`src/rtl/axis_frame_engine_if.sv`:
```
// AXI-Stream link bundle shared by the slave and master sides of the frame engine.
interface axis_frame_engine_if #(
  parameter int DATA_W = 32
) ();
  logic                  tvalid;
  logic                  tready;
  logic [DATA_W-1:0]     tdata;
  logic [DATA_W/8-1:0]   tstrb;
  logic                  tlast;

  modport master (output tvalid, output tdata, output tstrb, output tlast, input tready);
  modport slave  (input tvalid, input tdata, input tstrb, input tlast, output tready);
endinterface

```
`src/rtl/axis_frame_engine.sv`:
```
// Wraps a start/done compute core with AXI-Stream framing: collect IN_WORDS, run core,
// stream OUT_WORDS back with TLAST. Handles short/long frames, core timeout, frame count.
//
// state | meaning
// RECV  | accepting input words into in_buf
// DRAIN | buffer full, discarding surplus words until tlast
// PROC  | core running on core_din, waiting for done or timeout
// SEND  | streaming out_buf on the master side
module axis_frame_engine #(
  parameter int C_AXIS_TDATA_WIDTH = 32,
  parameter int IN_WORDS           = 20,
  parameter int OUT_WORDS          = 8,
  parameter int TIMEOUT_CYCLES     = 0
) (
  input  logic                                     s00_axis_aclk,
  input  logic                                     s00_axis_aresetn,
  axis_frame_engine_if.slave                       s00_axis,
  axis_frame_engine_if.master                      m00_axis,
  output logic                                     core_start,
  output logic [IN_WORDS*C_AXIS_TDATA_WIDTH-1:0]   core_din,
  input  logic                                     core_done,
  input  logic [OUT_WORDS*C_AXIS_TDATA_WIDTH-1:0]  core_dout,
  output logic                                     busy,
  output logic                                     err_short,
  output logic                                     err_long,
  output logic                                     err_timeout,
  output logic [15:0]                              frame_cnt
);

  localparam int W   = C_AXIS_TDATA_WIDTH;
  localparam int WPW = $clog2(IN_WORDS  > 2 ? IN_WORDS  : 2);
  localparam int RPW = $clog2(OUT_WORDS > 2 ? OUT_WORDS : 2);
  localparam int TW  = (TIMEOUT_CYCLES > 2) ? $clog2(TIMEOUT_CYCLES) : 1;

  localparam logic [WPW-1:0] WR_LAST  = WPW'(IN_WORDS - 1);
  localparam logic [RPW-1:0] RD_LAST  = RPW'(OUT_WORDS - 1);
  localparam logic [TW-1:0]  TMO_LOAD = TW'((TIMEOUT_CYCLES > 0) ? TIMEOUT_CYCLES - 1 : 0);

  typedef enum logic [1:0] {RECV, DRAIN, PROC, SEND} state_t;

  state_t           state_q, state_d;
  logic [WPW-1:0]   wr_ptr_q, wr_ptr_d;
  logic [RPW-1:0]   rd_ptr_q, rd_ptr_d;
  logic [TW-1:0]    tmo_cnt_q, tmo_cnt_d;
  logic             start_q, start_d;
  logic             tready_q, tready_d;
  logic             tvalid_q, tvalid_d;
  logic             err_short_q, err_short_d;
  logic             err_long_q, err_long_d;
  logic [15:0]      frame_cnt_q, frame_cnt_d;
  logic [W-1:0]     in_buf_q  [IN_WORDS];
  logic [W-1:0]     in_buf_d  [IN_WORDS];
  logic [W-1:0]     out_buf_q [OUT_WORDS];
  logic [W-1:0]     out_buf_d [OUT_WORDS];

  logic in_xfer, out_xfer;
  logic unused_tstrb;

  assign in_xfer      = s00_axis.tvalid && tready_q;
  assign out_xfer     = tvalid_q && m00_axis.tready;
  assign unused_tstrb = ^s00_axis.tstrb;

  always_comb begin
    state_d     = state_q;
    wr_ptr_d    = wr_ptr_q;
    rd_ptr_d    = rd_ptr_q;
    tmo_cnt_d   = tmo_cnt_q;
    start_d     = 1'b0;
    err_short_d = 1'b0;
    err_long_d  = 1'b0;
    err_timeout = 1'b0;
    frame_cnt_d = frame_cnt_q;
    in_buf_d    = in_buf_q;
    out_buf_d   = out_buf_q;

    case (state_q)
      RECV: begin
        if (in_xfer) begin
          in_buf_d[wr_ptr_q] = s00_axis.tdata;
          if (s00_axis.tlast) begin
            wr_ptr_d = '0;
            if (wr_ptr_q == WR_LAST) begin
              state_d   = PROC;
              start_d   = 1'b1;
              tmo_cnt_d = TMO_LOAD;
            end else begin
              err_short_d = 1'b1;
            end
          end else if (wr_ptr_q == WR_LAST) begin
            // Pointer parks on the last slot; surplus words never reach in_buf.
            state_d = DRAIN;
          end else begin
            wr_ptr_d = wr_ptr_q + 1'b1;
          end
        end
      end
      DRAIN: begin
        if (in_xfer && s00_axis.tlast) begin
          err_long_d = 1'b1;
          state_d    = PROC;
          start_d    = 1'b1;
          tmo_cnt_d  = TMO_LOAD;
          wr_ptr_d   = '0;
        end
      end
      PROC: begin
        if (core_done) begin
          for (int i = 0; i < OUT_WORDS; i++) begin
            out_buf_d[i] = core_dout[(OUT_WORDS-1-i)*W +: W];
          end
          rd_ptr_d = '0;
          state_d  = SEND;
        end else if ((TIMEOUT_CYCLES != 0) && (tmo_cnt_q == '0)) begin
          err_timeout = 1'b1;
          state_d     = RECV;
        end else if (tmo_cnt_q != '0) begin
          tmo_cnt_d = tmo_cnt_q - 1'b1;
        end
      end
      SEND: begin
        if (out_xfer) begin
          if (rd_ptr_q == RD_LAST) begin
            frame_cnt_d = frame_cnt_q + 16'd1;
            wr_ptr_d    = '0;
            state_d     = RECV;
          end else begin
            rd_ptr_d = rd_ptr_q + 1'b1;
          end
        end
      end
      default: state_d = RECV;
    endcase

    // Handshake outputs are registered decodes of the next state.
    tready_d = (state_d == RECV) || (state_d == DRAIN);
    tvalid_d = (state_d == SEND);
  end

  always_ff @(posedge s00_axis_aclk or negedge s00_axis_aresetn) begin
    if (!s00_axis_aresetn) begin
      state_q     <= RECV;
      wr_ptr_q    <= '0;
      rd_ptr_q    <= '0;
      tmo_cnt_q   <= '0;
      start_q     <= 1'b0;
      tready_q    <= 1'b0;
      tvalid_q    <= 1'b0;
      err_short_q <= 1'b0;
      err_long_q  <= 1'b0;
      frame_cnt_q <= '0;
    end else begin
      state_q     <= state_d;
      wr_ptr_q    <= wr_ptr_d;
      rd_ptr_q    <= rd_ptr_d;
      tmo_cnt_q   <= tmo_cnt_d;
      start_q     <= start_d;
      tready_q    <= tready_d;
      tvalid_q    <= tvalid_d;
      err_short_q <= err_short_d;
      err_long_q  <= err_long_d;
      frame_cnt_q <= frame_cnt_d;
    end
  end

  always_ff @(posedge s00_axis_aclk) begin
    in_buf_q  <= in_buf_d;
    out_buf_q <= out_buf_d;
  end

  for (genvar g = 0; g < IN_WORDS; g++) begin : g_din
    assign core_din[(IN_WORDS-1-g)*W +: W] = in_buf_q[g];
  end

  assign s00_axis.tready = tready_q;
  assign m00_axis.tvalid = tvalid_q;
  assign m00_axis.tdata  = tvalid_q ? out_buf_q[rd_ptr_q] : '0;
  assign m00_axis.tlast  = tvalid_q && (rd_ptr_q == RD_LAST);
  assign m00_axis.tstrb  = '1;

  assign core_start = start_q;
  assign busy       = (state_q != RECV);
  assign err_short  = err_short_q;
  assign err_long   = err_long_q;
  assign frame_cnt  = frame_cnt_q;

endmodule

```
`src/flat_wrapper.sv`:
```
// flat-port wrapper written by rule: the top's interface ports become plain ports
module axis_frame_engine_flat 
#(
  parameter int C_AXIS_TDATA_WIDTH = 32,
  parameter int IN_WORDS           = 20,
  parameter int OUT_WORDS          = 8,
  parameter int TIMEOUT_CYCLES     = 0
)
  (s00_axis_aclk, s00_axis_aresetn, core_start, core_din, core_done, core_dout, busy, err_short, err_long, err_timeout, frame_cnt, s00_axis_tvalid, s00_axis_tdata, s00_axis_tstrb, s00_axis_tlast, s00_axis_tready, m00_axis_tvalid, m00_axis_tdata, m00_axis_tstrb, m00_axis_tlast, m00_axis_tready);
  axis_frame_engine_if #(.DATA_W((32))) s00_axis_i ();
  axis_frame_engine_if #(.DATA_W((32))) m00_axis_i ();
  input  logic s00_axis_aclk;
  input  logic s00_axis_aresetn;
  output logic core_start;
  output logic [IN_WORDS*C_AXIS_TDATA_WIDTH-1:0] core_din;
  input  logic core_done;
  input  logic [OUT_WORDS*C_AXIS_TDATA_WIDTH-1:0] core_dout;
  output logic busy;
  output logic err_short;
  output logic err_long;
  output logic err_timeout;
  output logic [15:0] frame_cnt;
  input wire logic [$bits(s00_axis_i.tvalid)-1:0] s00_axis_tvalid;
  input wire logic [$bits(s00_axis_i.tdata)-1:0] s00_axis_tdata;
  input wire logic [$bits(s00_axis_i.tstrb)-1:0] s00_axis_tstrb;
  input wire logic [$bits(s00_axis_i.tlast)-1:0] s00_axis_tlast;
  output wire logic [$bits(s00_axis_i.tready)-1:0] s00_axis_tready;
  output wire logic [$bits(m00_axis_i.tvalid)-1:0] m00_axis_tvalid;
  output wire logic [$bits(m00_axis_i.tdata)-1:0] m00_axis_tdata;
  output wire logic [$bits(m00_axis_i.tstrb)-1:0] m00_axis_tstrb;
  output wire logic [$bits(m00_axis_i.tlast)-1:0] m00_axis_tlast;
  input wire logic [$bits(m00_axis_i.tready)-1:0] m00_axis_tready;
  assign s00_axis_i.tvalid = s00_axis_tvalid;
  assign s00_axis_i.tdata = s00_axis_tdata;
  assign s00_axis_i.tstrb = s00_axis_tstrb;
  assign s00_axis_i.tlast = s00_axis_tlast;
  assign s00_axis_tready = s00_axis_i.tready;
  assign m00_axis_tvalid = m00_axis_i.tvalid;
  assign m00_axis_tdata = m00_axis_i.tdata;
  assign m00_axis_tstrb = m00_axis_i.tstrb;
  assign m00_axis_tlast = m00_axis_i.tlast;
  assign m00_axis_i.tready = m00_axis_tready;
  axis_frame_engine #(.C_AXIS_TDATA_WIDTH(C_AXIS_TDATA_WIDTH), .IN_WORDS(IN_WORDS), .OUT_WORDS(OUT_WORDS), .TIMEOUT_CYCLES(TIMEOUT_CYCLES)) u_core (.s00_axis_aclk(s00_axis_aclk), .s00_axis_aresetn(s00_axis_aresetn), .s00_axis(s00_axis_i), .m00_axis(m00_axis_i), .core_start(core_start), .core_din(core_din), .core_done(core_done), .core_dout(core_dout), .busy(busy), .err_short(err_short), .err_long(err_long), .err_timeout(err_timeout), .frame_cnt(frame_cnt));
endmodule
```
`config.mk`:
```
export PLATFORM = sky130hd
export DESIGN_NAME = axis_frame_engine_flat
export DESIGN_NICKNAME = d
export VERILOG_FILES = /design/src/rtl/axis_frame_engine_if.sv /design/src/rtl/axis_frame_engine.sv /design/src/flat_wrapper.sv
export SDC_FILE = /design/constraint.sdc
export NUM_CORES = 1
export LEC_CHECK = 0
export ABC_AREA = 0
export BUFFER_PORTS_ARGS = -buffer_cell sky130_fd_sc_hd__buf_2
export CORE_AREA = 2 2 387 389
export CTS_BUF_LIST = sky130_fd_sc_hd__clkbuf_16
export CTS_CLUSTER_DIAMETER = 200
export DETAILED_ROUTE_END_ITERATION = 8
export DIE_AREA = 0 0 389 391
export PLACE_DENSITY_LB_ADDON = 0.25
export SKIP_CTS_REPAIR_TIMING = 1
export SYNTH_ARGS = -nofsm -noshare
export SYNTH_HDL_FRONTEND = slang
export SYNTH_SLANG_ARGS = --single-unit
```
`constraint.sdc`:
```
create_clock -name s00_axis_aclk -period 12 [get_ports s00_axis_aclk]
set_input_delay 1.2 -clock s00_axis_aclk [delete_from_list [all_inputs] [get_ports s00_axis_aclk]]
set_output_delay 1.2 -clock s00_axis_aclk [all_outputs]
set_load 0.03 [all_outputs]
```
==> summary.txt, run 1 <==
Drt
  – DRC violations left: 0
  – Final antenna-violating net count: 0
  – Number of DRC markers after the initial detailed-route iteration: around 1100
  – DRT Pass-1 Iters: 5
  – Vias post-DR: 16599
  – Vias per cell: approximately 3.8
  – Routed len/inst: 25.4 um
  – Routed WL: ~110 mm

Setup path
  – Crit path depth: 6
  – Slowest CP cell: mux4_1
  – Worst r2r src: u_core.state_q[0]
  – R2r endpoint: u_core.core_din[113]
  – CP Cell Sequence: buf_4 > buf_4 > mux4_1 > mux2i_1 > nor2b_1 > buf_2
  – FF-to-FF setup slack: 8520 ps
  – Crit end category: output pin
  – CP Data Arrival Time: 3810 ps
  – Crit-path max FO: 36
  – CP Capture Point: m00_axis_tdata[21]
  – Critical path launch point type: register
  – CP top delay family: buffers and inverters
  – Slowest stage delay, CP: 750 ps
  – Crit-path most repeated cell: buf_4
  – CP Buf/Inv Count: 3
  – CP required: 10800 ps
  – R2R cell count: 5
  – Crit path launch: u_core.rd_ptr_q[0]
  – Crit Path Class: reg2out

Yosys
  – Share of the synthesized area in the top cell type: 0.872
  – EDFF count, synth: 896
  – Mapped Area: 30900 um2
  – Mean post-synth cell area: 25.0 um2
  – FFs w/ async S/R, synth: 0.0334
  – Synthesized flop and latch total: just over 900
  – Top cell type by total area after synthesis: edfxtp_1
  – Synth area leaders: edfxtp_1, mux4_2, dfrtp_1, mux4_1, mux2i_1
  – Distinct cells, synth: just over 50
  – Top FF cell, synth: edfxtp_1
  – Ys Warns: 0
  – Post-synthesis sequential area ratio: 0.897
  – Syn Inst Count: 1235

Clock tree
  – Maximum root-to-sink buffer count: 3
  – Clk slew on worst S/H paths: 60 ps
  – Root Driver: clkbuf_16
  – Skew-Pair Late Insertion Delay: 690 ps
  – CTS Buf Count: 100
  – CTS tree: yes
  – H-tree depth: 3
  – Sink Count: 927

Pwr
  – Share of total power in the clock network: 0.390
  – Seq pwr share: 0.504
  – Leak pwr: between 15 and 20 nW
  – Pwr Density: roughly 180 nW/um2
  – Sw Share: 0.262
  – Psw: 0.00201 W
  – Internal: approximately 0.0057 W
  – VDD IR max: 0.141 mV
  – Combinational power share: 0.106

Layout
  – Share of cells above drive strength 1: 0.514
  – Synth-to-Final Area Change: 35.0%
  – Most common cell after layout, fill and taps aside: buf_2
  – Final Cell Area: ~42000 um2
  – Footprint of the multi-input gates: 3080 um2
  – Most frequent cells in the layout: buf_2, edfxtp_1, clkbuf_16, mux4_2
  – Final-layout fill cell count: about 15000
  – Seq. cell area: 27700 um2
  – Nets@finish: roughly 2600

Placement
  – HPWL after detailed placement: 76.8 mm
  – Placed cell area: 38400 um2
  – Port buffer count: 988
  – RePlAce Congestion: 0.776

STA
  – # setup viols final: 0
  – Slew Viols, Final: 0
  – Clk_skew: 51.6 ps
  – Worst-margin pin slew: 1160 ps
  – Crit share post-route: 0.417
  – Rel. slew slack: 0.230
  – Maximum clock rate: between 150 and 200 MHz
  – Fin Setup TNS: 0 ps
  – Final hold viol count: 0
  – RSZ-0062 raised after global routing: no
  – Final Critical Period: 5010 ps

Job
  – Max_cap viols: 0

Global route
  – Antenna violations before repair: 55
  – Vias in the first global route: ~17000
  – Largest net degree at the start of global routing: 157
  – All-Layer GR Usage: 0.140
  – First-pass GRT wire length: 146 mm
  – Total global routing overflow: 0

Floorplan
  – Die Span Y: 391 um
  – Initial Util: 0.208
  – Placeable Area: 149000 um2
  – Die Width: 389 um
  – Die area: around 150000 um2
  – Rows: 142
  – I/O pins: 998

Outcome
  – Outcome: completed

Hold path
  – Hold Crit Class: reg2reg
cells in the mapped netlist, types with 8 or more instances:
cell and n:
mux4_1 16, mux2i_1 33, nor2_1 32, clkbuf_1 8
xnor2_1 9, nand2_1 27, nor2b_1 33, nand3_1 8
dfrtp_1 31, buf_2 11, mux4_2 48, edfxtp_1 896
worst min-delay path by stage:
stage,from,to,depth (start not counted)
global placement,u_core.frame_cnt[15],u_core.frame_cnt[15],1
detailed placement,u_core.frame_cnt[15],u_core.frame_cnt[15],1
finish,u_core.frame_cnt[15],u_core.frame_cnt[15],1
CTS,u_core.frame_cnt[15],u_core.frame_cnt[15],1
global route,u_core.frame_cnt[15],u_core.frame_cnt[15],1
floorplan,u_core.wr_ptr_q[0],u_core.wr_ptr_q[0],1
cell type report:
cell class | count | share of cell area
clock buffers | 101 | 0.0607
flip-flops and latches | 927 | 0.665
clock inverters | 84 | 0.0169
repair buffers | 1014 | 0.124
multi-input cells | 271 | 0.0740
well taps | 1944 | 0.0584
diodes | 11 | 0.000661
inverters | 8 | 0.000901
kinds of logic after synthesis:
logic type / Yosys count / synth area share
multiplexers: 97 / 0.0593
AND/OR/NAND/NOR: 125 / 0.0227
flip-flops: 927 / 0.897
AO/OA/AOI/OAI: 22 / 0.00531
XOR/XNOR: 15 / 0.00426
buffers and inverters: 40 / 0.00847
adder cells (fa/ha/maj): 7 / 0.00284
other: 2 / 0.000243
sequential cells by signal (all words and copies together), names as in the netlist:
name,cells
u_core.s00_axis.tready,1
u_core.wr_ptr_q,5
u_core.rd_ptr_q,3
u_core.frame_cnt,16
u_core.err_short,1
u_core.m00_axis.tvalid,1
u_core.err_long,1
u_core.core_din,640
u_core.state_q,2
u_core.out_buf_q,256
u_core.core_start,1
power by group through the flow:
stage	combinational, W	clock (W)	sequential, W
CTS	0.000846	0.00308	0.00388
global route	0.000873	0.00321	0.00389
detailed placement	0.000846	0	0.00394
global placement	0.000845	0	0.00394
floorplan	0.000249	0	0.00416
finish	0.000817	0.00299	0.00387
through the flow:
step	util	setup slack (ps)	power [W]	hold slack, ps	instances
after floorplan	-	5110	0.00441	544	1238
after global placement	0.259	7440	0.00478	460	4164
after detailed placement	0.259	7440	0.00479	471	4164
after CTS	0.280	6620	0.00781	480	4349
after global routing	0.280	6570	0.00797	500	4355
final	0.280	6990	0.00769	476	4360
metal layers:
metal	global-route usage	vias to the layer above	wire (um)
met3	0.0506	186	10500
met2	0.249	832	56800
met5	0	-	411
met4	0.0349	66	2160
met1	0.158	8309	40800
li1	-	7206	-
Power figures use the tool's default switching activity.
==> inputs of run 2 (changes only) <==
--- a/config.mk
+++ b/config.mk
@@ -5,13 +5,13 @@
 export SDC_FILE = /design/constraint.sdc
 export NUM_CORES = 1
 export LEC_CHECK = 0
-export ABC_AREA = 0
+export ABC_AREA = 1
 export BUFFER_PORTS_ARGS = -buffer_cell sky130_fd_sc_hd__buf_2
-export CORE_AREA = 2 2 387 389
+export CORE_AREA = 2 2 392 394
 export CTS_BUF_LIST = sky130_fd_sc_hd__clkbuf_16
 export CTS_CLUSTER_DIAMETER = 200
 export DETAILED_ROUTE_END_ITERATION = 8
-export DIE_AREA = 0 0 389 391
+export DIE_AREA = 0 0 394 396
 export PLACE_DENSITY_LB_ADDON = 0.25
 export SKIP_CTS_REPAIR_TIMING = 1
 export SYNTH_ARGS = -nofsm -noshare
==> constraint.sdc (replaced) <==
create_clock -name s00_axis_aclk -period 4.83 [get_ports s00_axis_aclk]
set_input_delay 0.483 -clock s00_axis_aclk [delete_from_list [all_inputs] [get_ports s00_axis_aclk]]
set_output_delay 0.483 -clock s00_axis_aclk [all_outputs]
set_load 0.03 [all_outputs]
==> run 2 against run 1 <==
Setup slack worse by 6000 ps. Sequential cell count unchanged. Largest cell class unchanged. Non-clock buffer count up 271. Critical path type unchanged. Critical path depth up 2. Wire length up 9.3%. Via count up 19%.
==> summary.txt, run 2 <==
Global route
  – All-Layer GR Usage: 0.148
  – Met3 usage: 0.0559
  – Met2 usage: 0.263
  – Top Usage Layer GRT: met2
  – Total global routing overflow: 0
  – First-pass GRT wire length: about 160 mm
  – Met1 usage: 0.163
  – Vias in the first global route: about 18000
  – Antenna violations before repair: 21
  – Largest net degree at the start of global routing: 120

STA
  – RSZ-0062 raised after global routing: no
  – Rel. slew slack: 0.204
  – Final Critical Period: 3860 ps
  – # setup viols final: 0
  – Final hold viol count: 0
  – Worst-margin pin slew: 1190 ps
  – Clk_skew: 66.5 ps
  – Slew Viols, Final: 0
  – Crit share post-route: 0.799
  – Fin Setup TNS: 0 ps
  – Maximum clock rate: 259 MHz
  – Min Hold Slack: 82.3 ps

Drt
  – Number of DRC markers after the initial detailed-route iteration: 1167
  – Vias per cell: 3.86
  – DRC violations left: 0
  – Vias post-DR: 19760
  – Final antenna-violating net count: 0
  – Routed WL: 121 mm
  – Routed len/inst: 23.6 um
  – DRT Pass-1 Iters: 7

Layout
  – Share of cells above drive strength 1: 0.392
  – Final cell count without fillers: about 5100
  – Synth-to-Final Area Change: 43.6%
  – Final core occ: 0.295
  – Most frequent cells in the layout: buf_2, edfxtp_1, dlygate4sd3_1, nor2_1, o21ai_0
  – Most common cell after layout, fill and taps aside: buf_2
  – Max FFs per register: between 600 and 700
  – Nets@finish: about 3300

Pwr
  – Leak pwr: 16.8 nW
  – Combinational power share: 0.055
  – Share of total power in the clock network: 0.434
  – Sw Share: 0.225
  – Pwr Density: around 400 nW/um2
  – Seq pwr share: 0.510
  – Psw: 0.00396 W
  – Internal: 0.0137 W
  – VDD IR max: between 0.3 and 0.4 mV

Yosys
  – Post-synthesis sequential area ratio: 0.888
  – EDFF count, synth: 896
  – Mapped Area: 31200 um2
  – FFs w/ async S/R, synth: 0.0334
  – Most frequent cell after synthesis: edfxtp_1
  – Share of the synthesized area in the top cell type: 0.864
  – Synthesized flop and latch total: 927
  – Ys Warns: 0
  – Distinct cells, synth: 33
  – Synth area leaders: edfxtp_1, nor2_1, dfrtp_1, o21ai_0, nand2_1
  – Top FF cell, synth: edfxtp_1
  – Syn Inst Count: 1666
  – Top cell type by total area after synthesis: edfxtp_1
  – Mean post-synth cell area: ~19 um2
  – Synth cell count leaders: edfxtp_1, nor2_1, o21ai_0

Setup path
  – Critical path launch point type: register
  – Crit-path max FO: between 40 and 50
  – Crit Path Class: reg2out
  – FF-to-FF setup slack: about 1900 ps
  – Crit end category: output pin
  – CP required: ~4400 ps
  – CP Data Arrival Time: 3380 ps

Placement
  – Port buffer count: 988
  – RePlAce Congestion: about 0.82
  – Placed Cells: approximately 4700
  – HPWL after detailed placement: 86.2 mm

Clock tree
  – Root Driver: clkbuf_16
  – Clk slew on worst S/H paths: around 60 ps
  – H-tree depth: 3
  – CTS tree: yes
  – Sink Count: slightly above 900
  – Skew-Pair Late Insertion Delay: 730 ps
  – CTS Buf Count: 100
  – Maximum root-to-sink buffer count: 3

Floorplan
  – Initial Util: 0.206
  – Placeable Area: ~150000 um2
  – Die Span Y: 396 um
  – Die Width: about 390 um
  – Die area: approximately 160000 um2
  – Rows: 143
  – I/O pins: 998

Hold path
  – Hold Crit Class: in2reg

Job
  – Max_cap viols: 0

Outcome
  – Outcome: completed
run 2: cell types whose count changed after synthesis, sizes merged, moves of 28 or more:
cell / previous run / this run
inv: 8 / 36
mux2i: 33 / 0
o22ai: 1 / 32
nor2: 32 / 274
nor2b: 33 / 0
o211ai: 0 / 32
nand2: 27 / 117
o21ai: 5 / 138
mux4: 64 / 0
run 2: per-layer routing:
metal	routed length, um	vias to the layer above
li1	-	8922
met1	46200	9821
met2	62400	878
met3	9140	137
met4	3190	2
met5	16	-
run 2: stage by stage:
| stage | area [um2] | power (W) | setup slack [ps] |
|---|---|---|---|
| global placement | 38800 | 0.00998 | 1510 |
| detailed placement | 38800 | 0.00998 | 1540 |
| floorplan | 31200 | 0.00950 | 51.2 |
| finish | 44700 | 0.0176 | 970 |
| global route | 44700 | 0.0182 | 599 |
| CTS | 42100 | 0.0177 | 735 |
run 2: power by group through the flow:
stage	Clock, W	Combinational (W)	Sequential [W]
finish	0.00765	0.000978	0.00899
global route	0.00819	0.00104	0.00899
CTS	0.00788	0.000825	0.00899
detailed placement	0	0.000823	0.00916
global placement	0	0.000821	0.00916
floorplan	0	0.000167	0.00933
run 2: worst paths after layout:
check                                    start                    to  cells after the start
setup / recovery            u_core.rd_ptr_q[0]    m00_axis_tdata[29]                      8
hold / removal                  s00_axis_tlast      u_core.err_short                      3
setup reg to reg             u_core.state_q[1]  u_core.core_din[237]                      6
hold reg to reg            u_core.frame_cnt[5]   u_core.frame_cnt[5]                      1
max in group asynchronous     s00_axis_aresetn    u_core.rd_ptr_q[1]                      2
min in group asynchronous     s00_axis_aresetn    u_core.wr_ptr_q[3]                      2
run 2: cell type report:
cell class	instances	area (um2)
multi-input combinational	647	3180
clock inverter	82	781
fill	15212	107000
antenna	12	30.0
timing repair buffer	1285	7860
sequential	927	27700
tap	2030	2540
inverter	37	150
clock buffer	100	2500
run 2: cells by family (layout without fill, tap and decap cells):
group | after synthesis | count (layout) | share of synthesized area
flops | 927 | 927 | 0.888
simple gates | 423 | 423 | 0.0548
compound gates | 204 | 204 | 0.0368
buf+inv | 95 | 1504 | 0.0144
xor+xnor | 8 | 8 | 0.00249
fa+ha+maj | 7 | 7 | 0.00281
other cells | 2 | 17 | 0.000241
run 2: worst max-delay path, cell delays in order (launching register included):
cell and delay (ps):
dfrtp_4 710, buf_4 480, nor2_1 100, nor2_1 90, o21ai_0 210, o211ai_1 160, nand2_1 70, nor2_1 490
buf_2 310
==> inputs of run 3 (changes only) <==
==> constraint.sdc (replaced) <==
create_clock -name s00_axis_aclk -period 3.8 [get_ports s00_axis_aclk]
set_input_delay 0.38 -clock s00_axis_aclk [delete_from_list [all_inputs] [get_ports s00_axis_aclk]]
set_output_delay 0.38 -clock s00_axis_aclk [all_outputs]
set_load 0.03 [all_outputs]
==> run 3 against run 2 <==
Sequential power up 27%. Cell count up 0.31%. Critical path type unchanged. Wire length up 0.52%.
==> summary.txt, run 3 (synthesis gave the netlist of run 2 again) <==
Clock tree
  – Sink Count: 927
  – CTS tree: yes
  – Maximum root-to-sink buffer count: 3
  – Clk slew on worst S/H paths: 70 ps
  – CTS Buf Count: 100
  – Root Driver: clkbuf_16
  – Skew-Pair Late Insertion Delay: between 700 and 800 ps
  – H-tree depth: 3

Layout
  – Synth-to-Final Area Change: 44.6%
  – Share of cells above drive strength 1: 0.397
  – Final cell count without fillers: about 5100
  – Most common cell after layout, fill and taps aside: buf_2
  – Most frequent cells in the layout: buf_2, edfxtp_1, dlygate4sd3_1, nor2_1, o21ai_0
  – Nets@finish: 3321
  – Max FFs per register: 640

Hold path
  – Hold Crit Class: in2reg

Setup path
  – Crit end category: output pin
  – Crit Path Class: reg2out
  – Critical path launch point type: register
  – Crit-path max FO: 33
  – CP Data Arrival Time: between 3000 and 4000 ps
  – CP required: 3420 ps

Drt
  – DRC violations left: 0
  – Vias post-DR: 20047
  – Routed WL: 122 mm
  – Routed len/inst: 23.7 um
  – DRT Pass-1 Iters: 7
  – Final antenna-violating net count: 0
  – Vias per cell: 3.90
  – Number of DRC markers after the initial detailed-route iteration: 1456

STA
  – Maximum clock rate: around 280 MHz
  – Final Critical Period: 3530 ps
  – Worst-margin pin slew: 999 ps
  – Clk_skew: 69.9 ps
  – Crit share post-route: 0.930
  – RSZ-0062 raised after global routing: no
  – Rel. slew slack: 0.334
  – # setup viols final: 0
  – Final hold viol count: 0
  – Min Hold Slack: about 70 ps
  – Slew Viols, Final: 0

Placement
  – Port buffer count: 988
  – Placed Cells: 4686
  – HPWL after detailed placement: 86.7 mm
  – RePlAce Congestion: 0.828

Floorplan
  – I/O pins: about 1000
  – Rows: 143
  – Initial Util: 0.206
  – Placeable Area: between 150000 and 200000 um2
  – Die Span Y: 396 um
  – Die area: 156000 um2
  – Die Width: between 300 and 400 um

Job
  – Max_cap viols: 0

Global route
  – Largest net degree at the start of global routing: 108
  – All-Layer GR Usage: 0.148
  – Total global routing overflow: 0
  – Vias in the first global route: 18828
  – First-pass GRT wire length: ~160 mm
  – Antenna violations before repair: 18

Pwr
  – Leak pwr: 17.0 nW
  – VDD IR max: 0.353 mV
  – Power, Total: between 0.02 and 0.025 W
  – Pwr Density: roughly 490 nW/um2

Outcome
  – Outcome: completed
[run 3: cell count changes in the layout (fill, tap and decap cells not counted), sizes merged]
| cell | previous run | this run |
|---|---|---|
| buf | 1028 | 1045 |
| clkinv | 43 | 47 |
| bufinv | 11 | 8 |
| diode | 12 | 10 |
| inv | 63 | 61 |
| clkbuf | 100 | 101 |
| dlygate4sd3 | 257 | 258 |
[run 3: final cells by class]
class | count | area, um2
clock inverter | 81 | 732
tap | 2030 | 2540
antenna | 10 | 25.0
multi-input combinational | 647 | 3180
timing repair buffer | 1303 | 8190
sequential | 927 | 27700
inverter | 37 | 150
clock buffer | 101 | 2530
fill | 15177 | 107000
[run 3: worst paths after layout]
check | cells past startpoint | start | slack (ps) | endpoint
min in group asynchronous | 2 | s00_axis_aresetn | 280 | u_core.wr_ptr_q[1]
worst max-delay path | 7 | u_core.rd_ptr_q[0] | 270 | m00_axis_tdata[27]
worst min-delay path | 1 | s00_axis_tdata[23] | 70 | u_core.core_din[375]
worst max register to register | 6 | u_core.state_q[1] | 1130 | u_core.core_din[372]
max in group asynchronous | 2 | s00_axis_aresetn | 2940 | u_core.rd_ptr_q[0]
worst min register to register | 2 | u_core.frame_cnt[15] | 540 | u_core.frame_cnt[15]
[run 3: critical path: stages, from the launching register on]
cell     delay, ps
dfrtp_4        600
inv_4          350
buf_4          340
nor2_1          80
o22ai_1        270
nor2_1          70
nor2_1         420
buf_2          300
[run 3: through the flow]
stage / setup slack [ps] / instance area (um2) / setup TNS (ps) / utilization
2_1_floorplan: -945 / 31200 / -241830 / -
3_3_place_gp: 836 / 39200 / 0 / 0.259
3_5_place_dp: 882 / 39200 / 0 / 0.259
4_1_cts: 87.5 / 42400 / 0 / 0.280
5_1_grt: 39.6 / 45000 / 0 / 0.297
6_report: 265 / 45000 / 0 / 0.297
[run 3: routing by layer]
| metal | global-route usage | up-vias | part of all wire |
|---|---|---|---|
| met2 | 0.270 | 941 | 0.52 |
| met5 | 0 | - | 0.00014 |
| met1 | 0.161 | 9983 | 0.38 |
| met4 | 0.0423 | 2 | 0.025 |
| li1 | - | 8956 | - |
| met3 | 0.0508 | 165 | 0.073 |
[run 3: power by group]
| part | switching [W] | internal [W] |
|---|---|---|
| registers | 0.0000461 | 0.0114 |
| logic | 0.000832 | 0.000432 |
| clock network | 0.00419 | 0.00541 |
